===== config.mk =====
export PLATFORM = sky130hd
export DESIGN_NAME = mem_block_mover
export DESIGN_NICKNAME = d
export VERILOG_FILES = /design/src/rtl/mem_block_mover_pkg.sv /design/src/rtl/mem_block_mover_addr_stepper.sv /design/src/rtl/mem_block_mover.sv
export SDC_FILE = /design/constraint.sdc
export NUM_CORES = 1
export LEC_CHECK = 0
export BUFFER_PORTS_ARGS = -buffer_cell sky130_fd_sc_hd__buf_2
export CELL_PAD_IN_SITES_DETAIL_PLACEMENT = 2
export CELL_PAD_IN_SITES_GLOBAL_PLACEMENT = 2
export CORE_UTILIZATION = 36
export DETAILED_ROUTE_END_ITERATION = 6
export GPL_TIMING_DRIVEN = 0
export PLACE_DENSITY = 0.86
export SLEW_MARGIN = 20
export SYNTH_ARGS = -nofsm -noshare
export SYNTH_HDL_FRONTEND = slang
export SYNTH_HIERARCHICAL = 1
export SYNTH_SLANG_ARGS = --single-unit

===== constraint.sdc =====
create_clock -name Clk -period 6.1 [get_ports Clk]
set_input_delay 0.305 -clock Clk [delete_from_list [all_inputs] [get_ports Clk]]
set_output_delay 0.305 -clock Clk [all_outputs]
set_load 0.03 [all_outputs]

===== src/rtl/mem_block_mover_pkg.sv =====
`default_nettype none
// ============================================================================
// Module      : mem_block_mover_pkg
// Description : Shared types for the data-memory block mover: FSM state,
//               transfer mode and pointer direction encodings.
// Revision    : 1.0 - initial release
// ============================================================================
package mem_block_mover_pkg;

    typedef enum logic [1:0] {
        IDLE  = 2'd0,
        READ  = 2'd1,
        WRITE = 2'd2,
        DONE  = 2'd3
    } state_t;

    typedef enum logic [0:0] {
        MODE_COPY = 1'b0,
        MODE_FILL = 1'b1
    } mode_t;

    typedef enum logic [0:0] {
        DIR_FWD = 1'b0,
        DIR_BWD = 1'b1
    } dir_t;

endpackage
`default_nettype wire


===== src/rtl/mem_block_mover_addr_stepper.sv =====
`default_nettype none
// ============================================================================
// Module      : addr_stepper
// Description : Loadable AW-bit address pointer. Load has priority over step;
//               a step moves the pointer by one, up or down, wrapping mod 2^AW.
// Ports       : Clk, Reset      - clock, synchronous active-high reset
//               i_load, i_load_val - load strobe and value
//               i_step, i_down  - step enable, 1 = decrement
//               o_ptr           - current pointer
// Revision    : 1.0 - initial release
// ============================================================================
module addr_stepper #(
    parameter int AW = 8
) (
    input  logic          Clk,
    input  logic          Reset,
    input  logic          i_load,
    input  logic [AW-1:0] i_load_val,
    input  logic          i_step,
    input  logic          i_down,
    output logic [AW-1:0] o_ptr
);

    localparam logic [AW-1:0] C_ONE = {{(AW-1){1'b0}}, 1'b1};

    logic [AW-1:0] r_ptr_q;
    logic [AW-1:0] w_ptr_d;

    always_comb begin
        w_ptr_d = r_ptr_q;
        if (i_load) begin
            w_ptr_d = i_load_val;
        end else if (i_step) begin
            w_ptr_d = i_down ? (r_ptr_q - C_ONE) : (r_ptr_q + C_ONE);
        end
    end

    always_ff @(posedge Clk) begin
        if (Reset) begin
            r_ptr_q <= '0;
        end else begin
            r_ptr_q <= w_ptr_d;
        end
    end

    assign o_ptr = r_ptr_q;

endmodule
`default_nettype wire


===== src/rtl/mem_block_mover.sv =====
`default_nettype none
// ============================================================================
// Module      : mem_block_mover
// Description : Bus-master engine for the single-port data memory performing
//               block copy (READ/WRITE pairs) or block fill (WRITE only).
// Ports       : Clk, Reset       - clock, synchronous active-high reset
//               Start, Mode, Src, Dst, Len, FillVal - request, sampled in IDLE
//               Busy, Done        - status (Done is a one-cycle pulse)
//               MemAddr, MemWriteEn, MemDataIn - memory command outputs
//               MemDataOut        - combinational memory read data
// Revision    : 1.0 - initial release
// ============================================================================
module mem_block_mover
    import mem_block_mover_pkg::*;
#(
    parameter int AW = 8,
    parameter int DW = 8
) (
    input  logic          Clk,
    input  logic          Reset,
    input  logic          Start,
    input  logic          Mode,
    input  logic [AW-1:0] Src,
    input  logic [AW-1:0] Dst,
    input  logic [AW-1:0] Len,
    input  logic [DW-1:0] FillVal,
    output logic          Busy,
    output logic          Done,
    output logic [AW-1:0] MemAddr,
    output logic          MemWriteEn,
    output logic [DW-1:0] MemDataIn,
    input  logic [DW-1:0] MemDataOut
);

    localparam logic [AW-1:0] C_ONE = {{(AW-1){1'b0}}, 1'b1};

    state_t        r_state_q, w_state_d;
    mode_t         r_mode_q,  w_mode_d;
    dir_t          r_dir_q,   w_dir_d;
    logic [AW-1:0] r_count_q, w_count_d;
    logic [DW-1:0] r_buf_q,   w_buf_d;
    logic [DW-1:0] r_fill_q,  w_fill_d;

    logic          w_load;
    logic          w_step;
    logic          w_backward;
    logic [AW-1:0] w_diff;
    logic [AW-1:0] w_src_start;
    logic [AW-1:0] w_dst_start;
    logic [AW-1:0] w_src_ptr;
    logic [AW-1:0] w_dst_ptr;

    // Walk backward only when a forward copy would overwrite source bytes
    // before they are read (destination starts inside the source range).
    assign w_diff      = Dst - Src;
    assign w_backward  = (Mode == MODE_COPY) && (Dst > Src) && (w_diff < Len);
    assign w_src_start = w_backward ? (Src + Len - C_ONE) : Src;
    assign w_dst_start = w_backward ? (Dst + Len - C_ONE) : Dst;

    always_comb begin
        w_state_d = r_state_q;
        w_mode_d  = r_mode_q;
        w_dir_d   = r_dir_q;
        w_count_d = r_count_q;
        w_buf_d   = r_buf_q;
        w_fill_d  = r_fill_q;
        w_load    = 1'b0;
        w_step    = 1'b0;
        case (r_state_q)
            IDLE: begin
                if (Start) begin
                    w_load    = 1'b1;
                    w_mode_d  = mode_t'(Mode);
                    w_dir_d   = w_backward ? DIR_BWD : DIR_FWD;
                    w_count_d = Len;
                    w_fill_d  = FillVal;
                    if (Len == '0) begin
                        w_state_d = DONE;
                    end else if (Mode == MODE_FILL) begin
                        w_state_d = WRITE;
                    end else begin
                        w_state_d = READ;
                    end
                end
            end
            READ: begin
                w_buf_d   = MemDataOut;
                w_state_d = WRITE;
            end
            WRITE: begin
                w_step    = 1'b1;
                w_count_d = r_count_q - C_ONE;
                if (r_count_q == C_ONE) begin
                    w_state_d = DONE;
                end else if (r_mode_q == MODE_COPY) begin
                    w_state_d = READ;
                end else begin
                    w_state_d = WRITE;
                end
            end
            DONE: begin
                w_state_d = IDLE;
            end
            default: begin
                w_state_d = IDLE;
            end
        endcase
    end

    always_ff @(posedge Clk) begin
        if (Reset) begin
            r_state_q <= IDLE;
            r_mode_q  <= MODE_COPY;
            r_dir_q   <= DIR_FWD;
            r_count_q <= '0;
            r_buf_q   <= '0;
            r_fill_q  <= '0;
        end else begin
            r_state_q <= w_state_d;
            r_mode_q  <= w_mode_d;
            r_dir_q   <= w_dir_d;
            r_count_q <= w_count_d;
            r_buf_q   <= w_buf_d;
            r_fill_q  <= w_fill_d;
        end
    end

    // Source pointer only moves on WRITE, so after a READ it still addresses
    // the byte just captured; both pointers advance together.
    addr_stepper #(.AW(AW)) u_src_ptr (
        .Clk        (Clk),
        .Reset      (Reset),
        .i_load     (w_load),
        .i_load_val (w_src_start),
        .i_step     (w_step),
        .i_down     (r_dir_q == DIR_BWD),
        .o_ptr      (w_src_ptr)
    );

    addr_stepper #(.AW(AW)) u_dst_ptr (
        .Clk        (Clk),
        .Reset      (Reset),
        .i_load     (w_load),
        .i_load_val (w_dst_start),
        .i_step     (w_step),
        .i_down     (r_dir_q == DIR_BWD),
        .o_ptr      (w_dst_ptr)
    );

    // Outputs decode registered state and pointers only.
    assign Busy       = (r_state_q != IDLE);
    assign Done       = (r_state_q == DONE);
    assign MemWriteEn = (r_state_q == WRITE);
    assign MemAddr    = (r_state_q == READ)  ? w_src_ptr :
                        (r_state_q == WRITE) ? w_dst_ptr : '0;
    assign MemDataIn  = (r_state_q != WRITE)      ? '0 :
                        (r_mode_q == MODE_FILL)   ? r_fill_q : r_buf_q;

endmodule
`default_nettype wire


==> results.md, run 1 <==
- Crit path arrival time: 4.48 ns
- Final Hold Fails: 0
- Num CTS Buffers: 5
- Worst Setup End Kind: flop
- Critical Path, Cell by Cell: buf_2 -> inv_1 -> ha_1 -> fa_1 -> nand2b_1 -> a21oi_1 -> a21o_1 -> a21oi_1 -> xnor2_1 -> ha_1 -> a21oi_1 -> nand2_1 -> a2111oi_2 -> o311ai_1 -> clkbuf_1 -> o21ai_0 -> a21oi_1 -> or2_2 -> o31ai_1
- Pins Over Slew Limit: 0
- Ys flop type: dfxtp_1
- Violated checks: DRC
- Final period util: 70.15%
- Post-route setup TNS: 0 ns
- Slew HR: 40.42%
- Die ar.: 12450 sq um
- GRT Overall Usage: 25.09%
- First-pass GRT wire length: 24720 um
- Worst-margin pin slew: 0.8936 ns
- Data required time of the worst path: 6.30 ns
- Design Power: 0.001094 W
- Area growth from synthesis to layout: 15.31%
- Layout Nets: 736
- Clock Sinks: 44
- Cell mode on critical path: a21oi_1
- Mapped Cells: 564
- Post-Place Setup Slack: 1.580 ns
- Critical path's top delay family: compound AO/OA/AOI/OAI gates
- Post-CTS sizing: 0
- Clock skew: 0.006273 ns
- Peak VDD IR: 0.1037 mV
- Share of layout cells above drive strength 1: 15.96%
- Placement Cell Area: 4807 sq um
- Post-synth top area cell: dfxtp_1
- Die H: 111.6 um
- CP Depth: 19
- GR Util met2: 47.50%
- Footprint of the multi-input gates: 3052 sq um
- Routability cong.: 0.8297
- Synth warn: 6
- Final WS setup: 1.821 ns
- HP Class: in2reg
- Gr busiest metal: met2
- Syn nets: 668
- # setup viols final: 0
- Worst-Skew Late Latency: 0.30 ns
- Vias in the first global route: 4827
- CTS Root Cell: clkbuf_16
- Largest cells by area after synthesis: dfxtp_1 (20%), ha_1 (16%), a21oi_1 (6.5%)
- Worst r2r src: r_state_q[0]
- M1 GR Usage: 29.85%
- RSZ-0062 raised after global routing: false
- Setup Fix Bufs, Post-CTS: 0
- DRC viols: 2
- WL/cell: 19.28 um
- CTS Hold Buffers Added: 0
- Synth top area share: 20.38%
- Ant diodes: 0
- DR vias: 4296
- DIE WIDTH: 111.6 um
- Final wirelength: 14960 um
- Max cap viols: 0
- Critical Path Fanout Max: 10
- Sequential area share after synthesis: 20.38%
- # IOs: 63
- Initial antenna violation count: 0
- Post-DRT Antenna Nets: 0
- Worst hold slack: 0.2468 ns
- Critical path start-end classification: in2reg
- F_max: 233.7 MHz
- Vias per inst: 5.536
- Final worst path period need: 4.279 ns
- Synthesized flop and latch total: 44
- Max Buffers Root-to-Sink: 2
- Core area: 11560 sq um
- Total power divided by cell area: 219.5 nW/um^2
- Seq. cell area: 880.8 sq um
- Status: complete, but fails checks
- TritonRoute pass-1 iters: 7
- CTS tree: built
- Cell count of the worst reg-to-reg path: 10
- Clock slew at reported path FFs: 0.07 ns
- Netlist cell types: 60
- Max incr delay on CP: 0.50 ns
- H-tree levels: 2
- Syn_area_per_cell: 7.665 sq um
- Design area: 4985 sq um
- RR Endpoint: u_src_ptr/o_ptr[4]
- Leakage: 2.392 nW
- Post-synth EDFFs: 0
- Rows: 39
- IO Port Bufs: 61
- Startpoint types: primary input
- Syn Std Cell Area: 4323 sq um
- Initial Utilization: 37.38%
- Drt initial violations: 146
- Filler cell count in the final layout: 1391
- Post-detail-place hpwl: 11600 um
- Worst setup startpoint: Dst[0]
- R2R Setup Slk: 3.32 ns
- Crit path to: u_src_ptr/o_ptr[6]
- Async S/R FF share, synth: 0%
- Grt met3 use: 2.450%
- Slowest cell on crit path: o21ai_0
- GRT Residual Overflow: 0
- Largest net degree at the start of global routing: 19
- WP buf/inv: 3
==> state kept, by name, indices dropped and copies added (netlist names) <==
name,flops
r_state_q,2
r_buf_q,8
r_fill_q,8
r_count_q,8
r_mode_q,1
u_dst_ptr/o_ptr,8
r_dir_q,1
u_src_ptr/o_ptr,8
==> kinds of logic after synthesis <==
family | Yosys count | share of synthesized area (%)
buffers and inverters | 91 | 9.031
AO/OA/AOI/OAI | 142 | 21.16
AND/OR/NAND/NOR | 188 | 22.49
flip-flops | 44 | 20.38
multiplexers | 18 | 4.457
adder cells (fa/ha/maj) | 60 | 18.23
XOR/XNOR | 21 | 4.255
==> per-stage QoR <==
| stage | util (%) | std cells |
|---|---|---|
| after CTS | 43.10 | 776 |
| final | 43.10 | 776 |
| after global routing | 43.10 | 776 |
| after global placement | 41.57 | 768 |
| after detailed placement | 41.57 | 768 |
| after floorplan | - | 564 |
==> worst register-to-register path: cells and delay by family (launching register included) <==
kind,cells,cell delay [ns]
buffers and inverters,5,1.33
AND/OR/NAND/NOR,3,0.64
multiplexers,1,0.22
flip-flops,1,0.38
AO/OA/AOI/OAI,1,0.09
==> layer usage <==
metal | part of all wire (%) | vias up
met5 | 0 | -
met4 | 1.7 | 0
met3 | 2.0 | 20
met2 | 52 | 50
met1 | 44 | 2140
li1 | - | 2086
==> worst min path at each step <==
stage                        from          end  slack (ns)  depth (start not counted)
finish              MemDataOut[0]   r_buf_q[0]        0.25                          3
global route           FillVal[7]  r_fill_q[7]        0.26                          3
CTS                 MemDataOut[0]   r_buf_q[0]        0.24                          3
detailed placement    r_fill_q[7]  r_fill_q[7]        0.46                          2
global placement      r_fill_q[6]  r_fill_q[6]        0.44                          2
floorplan              r_buf_q[0]   r_buf_q[0]        0.44                          2
==> final cells by class <==
cell class              count  area share, %
plain buffers              27          3.012
multi-input cells         429          61.22
clock buffers               6          2.786
repair buffers             61          6.125
flip-flops and latches     44          17.67
inverters                  64          4.819
well taps                 143          3.589
clock inverters             2         0.7781
==> cells in the final DEF, fill, tap and decap left out, drive strengths merged, types with 3 or more instances in the layout <==
| cell | count |
|---|---|
| a211o | 5 |
| a211oi | 5 |
| a21o | 3 |
| a21oi | 58 |
| a22o | 8 |
| buf | 75 |
| clkbuf | 19 |
| dfxtp | 44 |
| fa | 5 |
| ha | 55 |
| inv | 64 |
| mux2 | 4 |
| mux2i | 14 |
| nand2 | 65 |
| nand2b | 7 |
| nand3 | 10 |
| nand4 | 3 |
| nor2 | 41 |
| nor2b | 8 |
| nor3 | 13 |
| nor3b | 17 |
| nor4 | 4 |
| o21a | 8 |
| o21ai | 24 |
| o21bai | 4 |
| o31a | 4 |
| o31ai | 4 |
| or2 | 5 |
| or3b | 4 |
| xnor2 | 12 |
| xor2 | 9 |
==> power by group <==
part           internal, W  total, W  leakage (nW)  switching [W]
registers         0.000315  0.000344         0.361      0.0000297
logic             0.000168  0.000416          1.94       0.000248
clock network     0.000206  0.000334        0.0871       0.000128
total             0.000688   0.00109          2.39       0.000406
==> cell usage after synthesis, types with 3 or more instances <==
| cell | number |
|---|---|
| or2_2 | 5 |
| dfxtp_1 | 44 |
| nor4_1 | 4 |
| nor3_1 | 12 |
| a211oi_1 | 5 |
| mux2i_1 | 14 |
| nand3_1 | 10 |
| a22o_1 | 8 |
| o21bai_1 | 4 |
| o31a_1 | 4 |
| o21ai_1 | 5 |
| nor2b_1 | 7 |
| fa_1 | 5 |
| ha_1 | 55 |
| nand2_1 | 65 |
| o21a_1 | 8 |
| buf_2 | 6 |
| buf_6 | 5 |
| inv_1 | 64 |
| xor2_1 | 9 |
| xnor2_1 | 12 |
| a211o_1 | 5 |
| nor2_1 | 41 |
| nand2b_1 | 4 |
| nand4_1 | 3 |
| o31ai_1 | 4 |
| nand2b_4 | 3 |
| o21ai_0 | 19 |
| a21oi_1 | 56 |
| a21o_1 | 3 |
| nor3b_1 | 17 |
| clkbuf_1 | 13 |
Note: power is estimated with default switching activity, not from simulation.
==> run 2, diff against run 1 <==
--- a/config.mk
+++ b/config.mk
@@ -8,10 +8,10 @@
 export BUFFER_PORTS_ARGS = -buffer_cell sky130_fd_sc_hd__buf_2
 export CELL_PAD_IN_SITES_DETAIL_PLACEMENT = 2
 export CELL_PAD_IN_SITES_GLOBAL_PLACEMENT = 2
-export CORE_UTILIZATION = 36
+export CORE_UTILIZATION = 34
 export DETAILED_ROUTE_END_ITERATION = 6
 export GPL_TIMING_DRIVEN = 0
-export PLACE_DENSITY = 0.86
+export PLACE_DENSITY = 0.82
 export SLEW_MARGIN = 20
 export SYNTH_ARGS = -nofsm -noshare
 export SYNTH_HDL_FRONTEND = slang
==> constraint.sdc (replaced) <==
create_clock -name Clk -period 4.35 [get_ports Clk]
set_input_delay 0.2175 -clock Clk [delete_from_list [all_inputs] [get_ports Clk]]
set_output_delay 0.2175 -clock Clk [all_outputs]
set_load 0.03 [all_outputs]
==> results.md, run 2 (synthesis gave the netlist of run 1 again) <==
- Core area: 12210 sq um (+5.6%)
- Net Switching: 0.0005563 W (+37%)
- Seq. cell area: 880.8 sq um (unchanged)
- DIE WIDTH: 114.8 um (+2.8%)
- Final worst path period need: 3.922 ns
- Startpoint types: primary input
- Critical Path Fanout Max: 10 (unchanged)
- DRC viols: 0 (-2)
- CTS Hold Buffers Added: 0 (unchanged)
- Filler cell count in the final layout: 1465 (+5.3%)
- First-pass GRT wire length: 23090 um (-6.6%)
- CTS tree: built
- Crit path arrival time: 4.13 ns (-0.35 ns)
- Area growth from synthesis to layout: 15.89%
- Final wirelength: 13880 um (-7.3%)
- Post-detail-place hpwl: 11390 um (-1.8%)
- Rows: 40 (+2.6%)
- Clock slew at reported path FFs: 0.07 ns (about the same)
- RSZ-0062 raised after global routing: false
- Cell mode on critical path: a21oi_1
- Most common cell after layout, fill and taps aside: buf_2
- Largest net degree at the start of global routing: 19 (unchanged)
- Initial Utilization: 35.40% (-2.0 points)
- Drt initial violations: 118 (-19%)
- DR vias: 4206 (-2.1%)
- Worst Setup End Kind: flop
- Slew HR: 39.21% (-1.2 points)
- Num CTS Buffers: 5 (unchanged)
- Sequential power share: 31.9% (+0.4 points)
- Pins Over Slew Limit: 0 (unchanged)
- Setup Fix Bufs, Post-CTS: 0 (unchanged)
- # IOs: 63 (unchanged)
- GRT Residual Overflow: 0 (unchanged)
- Total power divided by cell area: 300.4 nW/um^2 (+37%)
- F_max: 255.0 MHz
- Vias per inst: 5.251 (-5.2%)
- Initial antenna violation count: 0 (unchanged)
- Clock Sinks: 44 (unchanged)
- Ant diodes: 0 (unchanged)
- GR Util met2: 41.58% (-5.9 points)
- Vias in the first global route: 4673 (-3.2%)
- Slowest cell on crit path: fa_1
- H-tree levels: 2 (unchanged)
- Post-CTS sizing: 0 (unchanged)
- Footprint of the multi-input gates: 3052 sq um (unchanged)
- Grt met3 use: 2.583% (+0.13 points)
- Layout Nets: 736 (unchanged)
- Post-route setup TNS: 0 ns (unchanged)
- Die ar.: 13170 sq um (+5.8%)
- Share of layout cells above drive strength 1: 15.96% (unchanged)
- IO Port Bufs: 61 (unchanged)
- Final WS setup: 0.4283 ns (-1.392 ns)
- Max incr delay on CP: 0.42 ns (-0.08 ns)
- Die H: 114.8 um (+2.8%)
- Post-Place Setup Slack: 0.04679 ns (-1.533 ns)
- Critical Path, Cell by Cell: buf_2 -> inv_1 -> ha_1 -> fa_1 -> nand2b_1 -> a21oi_1 -> a21o_1 -> a21oi_1 -> xnor2_1 -> ha_1 -> a21oi_1 -> nand2_1 -> a2111oi_2 -> o311ai_1 -> clkbuf_1 -> o21ai_0 -> a21oi_1 -> or2_2 -> o31ai_1
- Peak VDD IR: 0.1598 mV (+54%)
- TritonRoute pass-1 iters: 4 (-3)
- GRT Overall Usage: 22.40% (-2.7 points)
- Max cap viols: 0 (unchanged)
- Logic pwr share: 37.7% (-0.3 points)
- # setup viols final: 0 (unchanged)
- Max Buffers Root-to-Sink: 2 (unchanged)
- Internal power: 0.0009486 W (+38%)
- Data required time of the worst path: 4.56 ns (-1.74 ns)
- Final Hold Fails: 0 (unchanged)
- Worst-Skew Late Latency: 0.30 ns (about the same)
- Routability cong.: 0.8181 (-1.4%)
- Clock power frac: 30.4% (about the same)
- Critical path start-end classification: in2reg
- Gr busiest metal: met2
- Leakage: 2.386 nW (-0.28%)
- CTS Root Cell: clkbuf_16
- Net Sw Frac: 36.97% (-0.17 points)
- Status: finished, final reports clean
- Critical path's top delay family: compound AO/OA/AOI/OAI gates
- HP Class: in2reg
- WL/cell: 17.32 um (-10%)
- Post-DRT Antenna Nets: 0 (unchanged)
- Commonest non-fill, non-tap cells in the layout: buf_2 (67), nand2_1 (65), inv_1 (64)
- Final period util: 90.15%
- WP buf/inv: 3 (unchanged)
- M1 GR Usage: 27.67% (-2.2 points)
- Clock skew: 0.009162 ns (+0.002889 ns)
- Worst-margin pin slew: 0.9119 ns (+0.01822 ns)
## run 2: changes by cell type in the layout (fill, tap and decap cells not counted)
cell / delta
clkinv_4: -1
clkinvlp_4: +1
clkbuf_8: -1
inv_6: +1
## run 2: final timing paths
| path | startpoint | end | slack (ns) | cells after the start |
|---|---|---|---|---|
| worst max-delay path | Dst[0] | u_src_ptr/o_ptr[6] | 0.43 | 19 |
| worst min-delay path | FillVal[7] | r_fill_q[7] | 0.15 | 3 |
| worst max register to register | r_state_q[1] | u_dst_ptr/o_ptr[7] | 1.74 | 11 |
| worst min register to register | r_fill_q[0] | r_fill_q[0] | 0.46 | 2 |
## run 2: layout make-up
class                      instances  share of cell area [%]
buffer                            27                   2.997
clock buffer                       5                   2.498
clock inverter                     3                  0.9241
inverter                          64                   4.795
multi-input combinational        429                   60.91
sequential                        44                   17.58
tap                              168                   4.196
timing repair buffer              61                   6.094
## run 2: worst register-to-register path, cell delays in order (launching register included)
cell      delay, ns
dfxtp_1        0.46
nor2_1         0.12
nand2_1        0.22
inv_1          0.11
buf_2          0.21
buf_2          0.24
buf_6          0.18
or3b_1         0.38
buf_6          0.14
nand2b_4       0.13
a211o_1        0.28
nand3_1        0.07
## run 2: metal layers
metal	vias up	wire length (um)
met1	2065	6285
met5	-	0
met3	8	311
met2	43	7132
li1	2090	-
met4	0	146
## run 2: power groups by stage
stage | registers, W | clock network [W] | logic [W]
after floorplan | 0.000475 | 0 | 0.000412
after global placement | 0.000486 | 0 | 0.000537
after detailed placement | 0.000490 | 0 | 0.000569
after CTS | 0.000481 | 0.000467 | 0.000575
after global routing | 0.000487 | 0.000483 | 0.000638
final | 0.000480 | 0.000457 | 0.000567
## run 2: per-stage QoR
step / cell area, sq um / total power [W] / cells / util [%] / hold WS, ns
final: 5010 / 0.001505 / 801 / 41.02 / 0.1520
after global routing: 5010 / 0.001608 / 801 / 41.02 / 0.1637
after CTS: 5010 / 0.001522 / 801 / 41.02 / 0.1498
after detailed placement: 4838 / 0.001059 / 793 / 39.62 / 0.4536
after global placement: 4838 / 0.001023 / 793 / 39.62 / 0.4428
after floorplan: 4323 / 0.0008875 / 564 / - / 0.3535
